File: src/rtl/elevator_scheduler.sv
// Four-floor elevator controller: latches floor calls and serves them in SCAN order,
// with a fixed travel time per floor and an extendable door-open interval.
module elevator_scheduler #(
  parameter int unsigned TRAVEL_CYCLES = 4,
  parameter int unsigned DOOR_CYCLES   = 3
) (
  input  logic       clk,
  input  logic       rst,
  input  logic [3:0] req,
  output logic [1:0] floor,
  output logic       dir_up,
  output logic       moving,
  output logic       door_open,
  output logic       arrive,
  output logic [3:0] pending
);

  typedef enum logic [1:0] {
    IDLE      = 2'd0,
    MOVE_UP   = 2'd1,
    MOVE_DOWN = 2'd2,
    DOOR      = 2'd3
  } state_t;

  localparam logic [7:0] TRAVEL_LAST = 8'(TRAVEL_CYCLES - 1);
  localparam logic [7:0] DOOR_LAST   = 8'(DOOR_CYCLES - 1);

  state_t     state_reg, state_next;
  logic [7:0] cnt_reg, cnt_next;
  logic [1:0] floor_reg, floor_next;
  logic [1:0] step_floor, door_floor;
  logic       dir_reg, dir_next;
  logic       arrive_reg, arrive_next;
  logic       door_enter;
  logic [3:0] pend_reg, pend_next;
  logic [3:0] req_mask;
  logic [3:0] above_mask, below_mask, here_mask;
  logic       any_above, any_below, any_here;

  // Per-floor position masks relative to the cabin.
  genvar gi;
  generate
    for (gi = 0; gi < 4; gi++) begin : g_floor_mask
      localparam logic [1:0] FL = 2'(gi);
      assign above_mask[gi] = (floor_reg < FL);
      assign below_mask[gi] = (floor_reg > FL);
      assign here_mask[gi]  = (floor_reg == FL);
    end
  endgenerate

  assign any_above  = |(pend_reg & above_mask);
  assign any_below  = |(pend_reg & below_mask);
  assign any_here   = |(pend_reg & here_mask);
  assign step_floor = (state_reg == MOVE_UP) ? floor_reg + 2'd1 : floor_reg - 2'd1;

  always_comb begin
    state_next  = state_reg;
    cnt_next    = cnt_reg;
    floor_next  = floor_reg;
    dir_next    = dir_reg;
    arrive_next = 1'b0;
    door_enter  = 1'b0;
    door_floor  = floor_reg;
    req_mask    = 4'b0000;

    case (state_reg)
      IDLE: begin
        if (any_here) begin
          state_next = DOOR;
          cnt_next   = 8'd0;
          door_enter = 1'b1;
        end else if (any_above && (dir_reg || !any_below)) begin
          state_next = MOVE_UP;
          dir_next   = 1'b1;
          cnt_next   = 8'd0;
        end else if (any_below) begin
          state_next = MOVE_DOWN;
          dir_next   = 1'b0;
          cnt_next   = 8'd0;
        end
      end

      MOVE_UP, MOVE_DOWN: begin
        if (cnt_reg == TRAVEL_LAST) begin
          floor_next  = step_floor;
          arrive_next = 1'b1;
          cnt_next    = 8'd0;
          // Stop only if the call was already latched by this arrival edge.
          if (pend_reg[step_floor]) begin
            state_next = DOOR;
            door_enter = 1'b1;
            door_floor = step_floor;
          end
        end else begin
          cnt_next = cnt_reg + 8'd1;
        end
      end

      DOOR: begin
        // A call for this floor keeps the door open instead of queuing a new stop.
        req_mask = here_mask;
        if (|(req & here_mask)) begin
          cnt_next = 8'd0;
        end else if (cnt_reg == DOOR_LAST) begin
          state_next = IDLE;
          cnt_next   = 8'd0;
        end else begin
          cnt_next = cnt_reg + 8'd1;
        end
      end

      default: state_next = IDLE;
    endcase

    pend_next = pend_reg | (req & ~req_mask);
    if (door_enter) begin
      pend_next[door_floor] = 1'b0;
    end
  end

  always_ff @(posedge clk or negedge rst) begin
    if (!rst) begin
      state_reg  <= IDLE;
      cnt_reg    <= 8'd0;
      floor_reg  <= 2'd0;
      dir_reg    <= 1'b1;
      arrive_reg <= 1'b0;
      pend_reg   <= 4'b0000;
    end else begin
      state_reg  <= state_next;
      cnt_reg    <= cnt_next;
      floor_reg  <= floor_next;
      dir_reg    <= dir_next;
      arrive_reg <= arrive_next;
      pend_reg   <= pend_next;
    end
  end

  assign floor     = floor_reg;
  assign dir_up    = dir_reg;
  assign moving    = (state_reg == MOVE_UP) || (state_reg == MOVE_DOWN);
  assign door_open = (state_reg == DOOR);
  assign arrive    = arrive_reg;
  assign pending   = pend_reg;

endmodule

File: config.mk
export PLATFORM = sky130hd
export DESIGN_NAME = elevator_scheduler
export DESIGN_NICKNAME = d
export VERILOG_FILES = /design/src/rtl/elevator_scheduler.sv
export SDC_FILE = /design/constraint.sdc
export NUM_CORES = 1
export LEC_CHECK = 0
export ABC_AREA = 1
export CAP_MARGIN = 0
export CORE_MARGIN = 1.5
export CORE_UTILIZATION = 59
export CTS_BUF_LIST = sky130_fd_sc_hd__clkbuf_16
export CTS_CLUSTER_SIZE = 12
export DETAILED_ROUTE_END_ITERATION = 16
export PLACE_DENSITY = 0.92
export SLEW_MARGIN = 10
export SYNTH_ARGS = -nofsm -noshare
export SYNTH_HDL_FRONTEND = slang
export SYNTH_SLANG_ARGS = --single-unit
File: constraint.sdc
create_clock -name clk -period 3.44 [get_ports clk]
set_clock_uncertainty 0.05 [all_clocks]
set_input_delay 0.516 -clock clk [delete_from_list [all_inputs] [get_ports clk]]
set_output_delay 0.516 -clock clk [all_outputs]
set_load 0.05 [all_outputs]
==> flow_summary_export.csv <==
group,metric,value,unit
status,status,"complete, no violations",
yosys,mappedNetlistArea,0.00129,mm2
worst_setup_path,r2r-end,"pending[2]",
pwr,peakVddDrop,0.000804,V
hold_path,min_path_type,"reg -> reg",
final_layout,final_util,77.1,%
yosys,ys_warn_count,0,
cts,root_buffer,"clkbuf_16",
die,die-area,0.00247,mm2
pwr,p_leak,0.000776,uW
final_layout,n_fill_cell,160,
yosys,synth_cell_types,22,
yosys,avgSynthCellArea,7.11,um2
drt,wl,2890,um
yosys,ys_ff_latch,18,
sta,period_share,70.3,%
die,start_util,64.3,%
die,rows,16,
die,die_w,49.7,um
sta,setup_violations,0,
pwr,p_per_area,1040,mW/mm2
yosys,synth_top_area_cell,"dfrtp_1",
yosys,yosys-top-cells-count,"nand2_1, inv_1, dfrtp_1",
die,die_h,49.7,um
sta,min_period,2420,ps
cts,cts-hold-fix-buffers,0,
sta,fmaxAchievable,0.413,GHz
sta,rsz0062_at_grt,"no",
cts,htreeDepth,1,
final_layout,drive_gt1_share,6.03,%
yosys,synth_top_area_share,33.1,%
sta,holdWs,481,ps
cts,cts_setup_buffers,0,
sta,relSlewSlack,44.6,%
placed_design,place_congestion,0.891,
drt,via_count,1221,
yosys,synth_edf_count,0,
drt,drt-pass1-iter-count,4,
worst_setup_path,ff2ff_setup_slack,1260,ps
drt,drcViolationCount,0,
worst_setup_path,cp_data_arrival_time,1850,ps
die,io_pins,16,
cts,cts_tree,"built",
cts,post_cts_resized,0,
yosys,ys_top_cells_by_area,"dfrtp_1, nand2_1, ha_1",
yosys,synth_fp_nets,197,
worst_setup_path,r2r_cells,12,
worst_setup_path,r2r-start,"floor[0]",
worst_setup_path,cp_max_fo,4,
drt,drt.antenna.violating_nets,0,
yosys,synth_ff_type,"dfrtp_1",
drt,routed_via_density,5.40,
drt,wl_per_cell,12.8,um
global_routing,grt_pass1_vias,1132,
yosys,ys_async_sr_fraction,100,%
yosys,synth_cells,181,
sta,hold_viol_final,0,
final_layout,fin_nets,216,
global_routing,grt_pass1_wl,4840,um
global_routing,antenna_found_initial,0,
worst_setup_path,cp-startpoint,"state_reg[0]",
cts,clock_sinks,18,
sta,worst_pin_slew,828,ps
die,core,0.00200,mm2
pwr,post-layout-total-power,1600,uW
placed_design,hpwl,2220,um
cts,cts_buffers,3,
final_layout,synthToLayoutAreaGrowth,20.0,%
drt,detail_route.iter0.violations,50,
worst_setup_path,cp_data_required_time,2870,ps
worst_setup_path,start_kind,"flop",
yosys,ys_seq_area_share,35.1,%
sta,finalMaxSlewViolations,0,
worst_setup_path,crit_path_end,"moving",
worst_setup_path,critPathKind,"reg -> out",
job,max-cap-violations,0,
global_routing,grt_max_degree,19,
final_layout,largest_reg_flops,8,
final_layout,diodes,0,
yosys,yosysMostFrequentCell,"nand2_1",
worst_setup_path,crit_path_end_kind,"output pin",
sta,tns,0,ps
cts,clockBufferDepth,2,
global_routing,grt-ovfl-total,0,
cts,clk_pin_slew,50,ps
global_routing,grt_usage,25.7,%
placed_design,io_buffers,15,
cts,clkLatencyLatePin,250,ps
==> kinds of logic after synthesis <==
logic type                 share of synthesized area, %
buffers and inverters                              7.68
adders and majority gates                          9.73
DFF                                                35.1
and+or+nand+nor                                    33.0
AOI/OAI and AO/OA                                  10.4
xor gates and xnor gates                           4.09
==> per-layer routing <==
| metal | global-route usage, % | up-vias | wire, um |
|---|---|---|---|
| li1 | - | 606 | - |
| met1 | 29.3 | 569 | 1190 |
| met2 | 48.4 | 39 | 1530 |
| met3 | 2.73 | 7 | 129 |
| met4 | 9.72 | 0 | 38 |
| met5 | 0 | - | 0 |
==> report_power, final <==
part	switching, uW	internal (uW)
clock	78.4	155
combinational	686	329
sequential	76.8	278
total	841	762
==> through the flow <==
step	setup WS, ps	instance area, um2	std cells
global placement	1350	1470	222
floorplan	1160	1290	181
global route	963	1540	226
CTS	1020	1540	226
detailed placement	1300	1470	222
finish	1020	1540	226
==> how the worst min path moves through the flow <==
| stage | startpoint | endpoint | slack, ps | depth (start not counted) |
|---|---|---|---|---|
| detailed placement | dir_up | dir_up | 480 | 2 |
| finish | dir_up | dir_up | 480 | 2 |
| global placement | state_reg[1] | state_reg[1] | 430 | 2 |
| global route | dir_up | dir_up | 490 | 2 |
| CTS | dir_up | dir_up | 490 | 2 |
| floorplan | rst | arrive | 170 | 0 |
==> worst max-delay path, cell delays in order, from the launching register on <==
cell and delay, ps:
dfrtp_1 410, inv_1 60, ha_1 320, clkdlybuf4s50_1 810
==> layout by cell type, fill, tap and decap left out, types with 2 or more instances in the layout <==
master           count
nand2_1             59
inv_1               22
dfrtp_1             17
nor2_1              16
clkdlybuf4s50_1     15
nand3_1             11
ha_1                10
o21ai_1              9
a21oi_1              7
o21ai_0              6
nand2_2              4
xor2_1               4
clkinv_1             3
nand4_1              3
clkbuf_16            3
nor3_4               2
xnor2_1              2
==> cell type report <==
type | instances | area (um2) | share of cell area (%)
Sequential cell | 18 | 452 | 29.3
Clock inverter | 1 | 3.75 | 0.243
Multi-Input combinational cell | 137 | 736 | 47.6
Inverter | 25 | 93.8 | 6.08
Clock buffer | 3 | 75.1 | 4.86
Tap cell | 27 | 33.8 | 2.19
Timing Repair Buffer | 15 | 150 | 9.72
Power figures use the tool's default switching activity.
